## src/rtl/regfile_wb_arbiter_if.sv

```systemverilog
// Writeback bus between the two requesters, the arbiter and the register file write port.
// The arbiter uses the slave modport. Requesters and the register-file side use master.
interface regfile_wb_arbiter_if #(
    parameter int DATA_W = 32,
    parameter int ADDR_W = 5
);
    logic              a_valid;
    logic [ADDR_W-1:0] a_addr;
    logic [DATA_W-1:0] a_data;
    logic              a_ready;
    logic              b_valid;
    logic [ADDR_W-1:0] b_addr;
    logic [DATA_W-1:0] b_data;
    logic              b_ready;
    logic              rf_we;
    logic [ADDR_W-1:0] rf_waddr;
    logic [DATA_W-1:0] rf_wdata;

    modport slave (
        input  a_valid, a_addr, a_data,
        input  b_valid, b_addr, b_data,
        output a_ready, b_ready,
        output rf_we, rf_waddr, rf_wdata
    );

    modport master (
        output a_valid, a_addr, a_data,
        output b_valid, b_addr, b_data,
        input  a_ready, b_ready,
        input  rf_we, rf_waddr, rf_wdata
    );
endinterface

```

## src/rtl/regfile_wb_arbiter.sv

```systemverilog
// Shares the single register-file write port between the ALU writeback (A) and the
// load writeback (B). B has fixed priority. A starvation counter forces A to win once
// it has been denied STARVE_MAX consecutive cycles. The granted write is registered
// and reaches the register file one cycle after acceptance. Writes to x0 are
// consumed but never raise rf_we.
module regfile_wb_arbiter #(
    parameter int DATA_W     = 32,
    parameter int ADDR_W     = 5,
    parameter int STARVE_MAX = 3,
    parameter int CNT_W      = 16
) (
    input  logic                 clk,
    input  logic                 rst,
    regfile_wb_arbiter_if.slave  wb,
    output logic [3:0]           starve_cnt,
    output logic [CNT_W-1:0]     contention_cnt
);
    localparam logic [3:0]        STARVE_LIM = 4'(STARVE_MAX);
    localparam logic [ADDR_W-1:0] ZERO_ADDR  = '0;
    localparam logic [CNT_W-1:0]  CNT_SAT    = '1;

    logic              grant_a;
    logic              grant_b;
    logic              both_valid;
    logic [ADDR_W-1:0] sel_addr;
    logic [DATA_W-1:0] sel_data;

    assign both_valid = wb.a_valid && wb.b_valid;

    // Pick at most one winner per cycle and steer its address/data toward the output register.
    always_comb begin
        grant_a  = 1'b0;
        grant_b  = 1'b0;
        sel_addr = wb.b_addr;
        sel_data = wb.b_data;
        if (!rst) begin
            if (both_valid) begin
                if (starve_cnt == STARVE_LIM) begin
                    grant_a = 1'b1;
                end else begin
                    grant_b = 1'b1;
                end
            end else if (wb.a_valid) begin
                grant_a = 1'b1;
            end else if (wb.b_valid) begin
                grant_b = 1'b1;
            end
        end
        if (grant_a) begin
            sel_addr = wb.a_addr;
            sel_data = wb.a_data;
        end
    end

    assign wb.a_ready = grant_a;
    assign wb.b_ready = grant_b;

    // Output stage: register the granted write. rf_we stays low for x0 and for idle cycles.
    always_ff @(posedge clk) begin
        if (rst) begin
            wb.rf_we    <= 1'b0;
            wb.rf_waddr <= '0;
            wb.rf_wdata <= '0;
        end else if (grant_a || grant_b) begin
            wb.rf_we    <= (sel_addr != ZERO_ADDR);
            wb.rf_waddr <= sel_addr;
            wb.rf_wdata <= sel_data;
        end else begin
            wb.rf_we    <= 1'b0;
        end
    end

    // Count consecutive cycles A waited while valid. Any grant or idle cycle for A clears it.
    always_ff @(posedge clk) begin
        if (rst) begin
            starve_cnt <= 4'd0;
        end else if (wb.a_valid && !grant_a) begin
            if (starve_cnt != STARVE_LIM) begin
                starve_cnt <= starve_cnt + 4'd1;
            end
        end else begin
            starve_cnt <= 4'd0;
        end
    end

    // Saturating count of cycles in which both requesters competed for the port.
    always_ff @(posedge clk) begin
        if (rst) begin
            contention_cnt <= '0;
        end else if (both_valid && (contention_cnt != CNT_SAT)) begin
            contention_cnt <= contention_cnt + CNT_W'(1);
        end
    end
endmodule

```

## src/flat_wrapper.sv

```systemverilog
// flat-port wrapper written by rule: the top's interface ports become plain ports
module regfile_wb_arbiter_flat 
#(
    parameter int DATA_W     = 32,
    parameter int ADDR_W     = 5,
    parameter int STARVE_MAX = 3,
    parameter int CNT_W      = 16
)
  (clk, rst, starve_cnt, contention_cnt, wb_a_valid, wb_a_addr, wb_a_data, wb_b_valid, wb_b_addr, wb_b_data, wb_a_ready, wb_b_ready, wb_rf_we, wb_rf_waddr, wb_rf_wdata);
  regfile_wb_arbiter_if #(.DATA_W(DATA_W), .ADDR_W(ADDR_W)) wb_i ();
  input  logic clk;
  input  logic rst;
  output logic [3:0] starve_cnt;
  output logic [CNT_W-1:0] contention_cnt;
  input wire logic [$bits(wb_i.a_valid)-1:0] wb_a_valid;
  input wire logic [$bits(wb_i.a_addr)-1:0] wb_a_addr;
  input wire logic [$bits(wb_i.a_data)-1:0] wb_a_data;
  input wire logic [$bits(wb_i.b_valid)-1:0] wb_b_valid;
  input wire logic [$bits(wb_i.b_addr)-1:0] wb_b_addr;
  input wire logic [$bits(wb_i.b_data)-1:0] wb_b_data;
  output wire logic [$bits(wb_i.a_ready)-1:0] wb_a_ready;
  output wire logic [$bits(wb_i.b_ready)-1:0] wb_b_ready;
  output wire logic [$bits(wb_i.rf_we)-1:0] wb_rf_we;
  output wire logic [$bits(wb_i.rf_waddr)-1:0] wb_rf_waddr;
  output wire logic [$bits(wb_i.rf_wdata)-1:0] wb_rf_wdata;
  assign wb_i.a_valid = wb_a_valid;
  assign wb_i.a_addr = wb_a_addr;
  assign wb_i.a_data = wb_a_data;
  assign wb_i.b_valid = wb_b_valid;
  assign wb_i.b_addr = wb_b_addr;
  assign wb_i.b_data = wb_b_data;
  assign wb_a_ready = wb_i.a_ready;
  assign wb_b_ready = wb_i.b_ready;
  assign wb_rf_we = wb_i.rf_we;
  assign wb_rf_waddr = wb_i.rf_waddr;
  assign wb_rf_wdata = wb_i.rf_wdata;
  regfile_wb_arbiter #(.DATA_W(DATA_W), .ADDR_W(ADDR_W), .STARVE_MAX(STARVE_MAX), .CNT_W(CNT_W)) u_core (.clk(clk), .rst(rst), .wb(wb_i), .starve_cnt(starve_cnt), .contention_cnt(contention_cnt));
endmodule
```

## config.mk

```make
export PLATFORM = sky130hd
export DESIGN_NAME = regfile_wb_arbiter_flat
export DESIGN_NICKNAME = d
export VERILOG_FILES = /design/src/rtl/regfile_wb_arbiter_if.sv /design/src/rtl/regfile_wb_arbiter.sv /design/src/flat_wrapper.sv
export SDC_FILE = /design/constraint.sdc
export NUM_CORES = 1
export LEC_CHECK = 0
export CORE_MARGIN = 3
export CORE_UTILIZATION = 30
export CTS_BUF_LIST = sky130_fd_sc_hd__clkbuf_4 sky130_fd_sc_hd__clkbuf_8
export DETAILED_ROUTE_END_ITERATION = 10
export PLACE_DENSITY = 0.68
export SYNTH_ARGS = -nofsm -noshare
export SYNTH_HDL_FRONTEND = slang
export SYNTH_SLANG_ARGS = --single-unit
```

## constraint.sdc

```tcl
create_clock -name clk -period 5.06 [get_ports clk]
set_input_delay 0.759 -clock clk [delete_from_list [all_inputs] [get_ports clk]]
set_output_delay 0.759 -clock clk [all_outputs]
set_load 0.02 [all_outputs]
```

==> qor.yml <==
cts_tree: "done"
crit_path_top_delay_cell: "clkdlybuf4s50_1"
numCtsBuffers: 9
switchingPower_mw: 0.285
cts_setup_buffers: 0
tightestPinTransition_ps: 744
finalWirelength_mm: 8.20
internal_power_mw: 0.804
peakVddDrop_v: 0.000134
fin_crit_sh: 0.668
grt_pass1_wl_mm: 12.4
floorplan.initialDensity: 0.313
cts-root-buf: "clkbuf_8"
routabilityCongestion: 0.847
cts-hold-fix-buffers: 0
clk_pin_slew_ps: 60
grt-ovfl-total: 0
synth_largest_area_cell: "dfxtp_1"
drt-initial-drc-count: 226
ys_top_cells_by_area: "dfxtp_1, a222oi_1, nor2_1"
cp.required_ps: 4300
final_util: 0.523
combPwrFrac: 0.183
ys_seq_elements: 58
grt_max_degree: 43
ys_warn_count: 0
netlist.area_leader.share: 0.475
pwr-share-seq: 0.450
finalSetupViolCount: 0
io_buffers: 137
p_sw_frac: 0.262
finalHoldViolations: 0
drt_pass1_iterations: 6
place_inst: 496
fin_nets: 485
synthCells: 273
track_usage: 0.174
dp_hpwl_mm: 5.83
cp-start-kind: "input pin"
vias: 2703
synth.most_common_cell: "dfxtp_1"
yosys-top-cells-count: "dfxtp_1, nor2_1, a222oi_1, clkbuf_1, nor3_1"
clockBufferDepth: 2
end_kind: "primary output"
syn_area_per_cell_um2: 8.95
wire_per_inst_um: 16.0
cts_resized: 0
synth_ff_type: "dfxtp_1"
viasPerCell: 5.28
max_stage_delay_ps: 670
fmax_ghz: 0.296
yosysUniqueCellTypes: 34
slew_viol_final: 0
clk_latency_ps: 340
met1_length_mm: 3.42
cp_max_fo: 28
finalClockSkew_ps: 8.59
die_area_mm2: 0.00926
clock-sinks: 58
cellPowerDensity_mw_per_mm2: 267
crit_type: "in -> out"
max_cap_viol_count: 0
row_count: 32
cp.arrival_ps: 2620
clkPwrFrac: 0.366
synth-async-reset-ratio: 0
min_period_ps: 3380
synth_edf_count: 0
fillerInstances: 748
coreArea_mm2: 0.00781
area_growth_pct: 67.0
htreeDepth: 3
syn_nets: 353
antenna_found_initial: 0
io_pins: 138
drc: 0
final_cells: 512
hold_path_class: "reg -> reg"
path_cells: "clkdlybuf4s50_1, inv_1, a211oi_4, buf_4, clkdlybuf4s50_1"
syn_area_mm2: 0.00244
ys_seq_area_frac: 0.475
top_layer_used: "met4"
grt_pass1_vias: 2627
layout-drive-gt1-share: 0.0683
ant_nets: 0
antennaDiodeCount: 0
fin_tns_setup_ps: 0
die_y_um: 96.3
maxSlewHeadroom: 0.500
wl_met3_um: 909
rsz0062_at_grt: "false"
fp.dieW_um: 96.3
status: "finished clean"
wl_met2_mm: 3.78
leakagePower_nw: 1.44
crit_path_frequent_cell: "clkdlybuf4s50_1"
==> critical path: cells and delay by family <==
kind            cells  cell delay (ps)
buf+inv             4             1680
compound gates      1              160
==> worst paths after layout <==
path | startpoint | end | slack [ps] | depth (start not counted)
worst min register to register | u_core.starve_cnt[0] | u_core.starve_cnt[0] | 460 | 1
worst min-delay path | u_core.starve_cnt[0] | u_core.starve_cnt[0] | 460 | 1
worst max register to register | u_core.starve_cnt[0] | u_core.wb.rf_wdata[15] | 2820 | 8
worst max-delay path | wb_b_valid | wb_b_ready | 1680 | 5
==> placed cells by master, fill, tap and decap left out, types with 2 or more instances in the layout <==
| cell type | n |
|---|---|
| or3_1 | 7 |
| a21oi_1 | 12 |
| ha_1 | 2 |
| buf_4 | 4 |
| clkbuf_8 | 12 |
| nor2_1 | 57 |
| nand4_1 | 5 |
| nor4_1 | 12 |
| clkinvlp_4 | 2 |
| o31ai_1 | 8 |
| and3_1 | 2 |
| o21ai_0 | 5 |
| nor2b_1 | 3 |
| nor3_1 | 14 |
| a222oi_1 | 27 |
| dfxtp_1 | 58 |
| nand3_1 | 7 |
| and4_1 | 2 |
| inv_1 | 5 |
| o41ai_1 | 2 |
| nand2_1 | 4 |
| or4_1 | 10 |
| clkinv_2 | 2 |
| clkdlybuf4s50_1 | 136 |
==> cell type report <==
cell class | instances | area, um^2 | area share
clock buffers | 12 | 165 | 0.0405
inverters | 5 | 18.8 | 0.00460
repair buffers | 141 | 1400 | 0.342
flip-flops and latches | 58 | 1160 | 0.284
well taps | 102 | 128 | 0.0313
clock inverters | 4 | 25.0 | 0.00613
multi-input cells | 190 | 1190 | 0.291
==> stage by stage <==
stage               cell area [um^2]  hold slack, ps  total power [mW]  setup slack [ps]
floorplan                       2440             519             0.579              2640
global placement                3890             441             0.699              1730
detailed placement              3890             454             0.700              1720
CTS                             4080             469              1.10              1700
global route                    4080             509              1.14              1610
finish                          4080             463              1.09              1680
==> layer usage <==
layer	global-route usage	up-vias
li1	-	1324
met1	0.204	1259
met2	0.268	111
met3	0.101	9
met4	0.0498	0
met5	0	-
==> flip-flops by register name (all words and copies together), names as in the netlist <==
register,cells
u_core.wb.rf_wdata,32
u_core.contention_cnt,16
u_core.wb.rf_waddr,5
u_core.starve_cnt,4
u_core.wb.rf_we,1
==> power groups by stage <==
stage | Sequential, mW | Combinational [mW] | Clock (mW)
after CTS | 0.491 | 0.201 | 0.413
after floorplan | 0.524 | 0.0549 | 0
after detailed placement | 0.500 | 0.200 | 0
after global routing | 0.493 | 0.213 | 0.430
after global placement | 0.500 | 0.199 | 0
final | 0.491 | 0.200 | 0.399
==> cells by family (layout without fill, tap and decap cells) <==
family                   count (synthesis)  after routing  share of synthesized area
AO/OA/AOI/OAI                           56             56                      0.186
XOR/XNOR                                 2              2                    0.00717
adder cells (fa/ha/maj)                  2              2                     0.0102
buffers and inverters                   25            162                     0.0420
flip-flops                              58             58                      0.475
multiplexers                             1              1                    0.00461
AND/OR/NAND/NOR                        129            129                      0.275
Power figures use the tool's default switching activity.
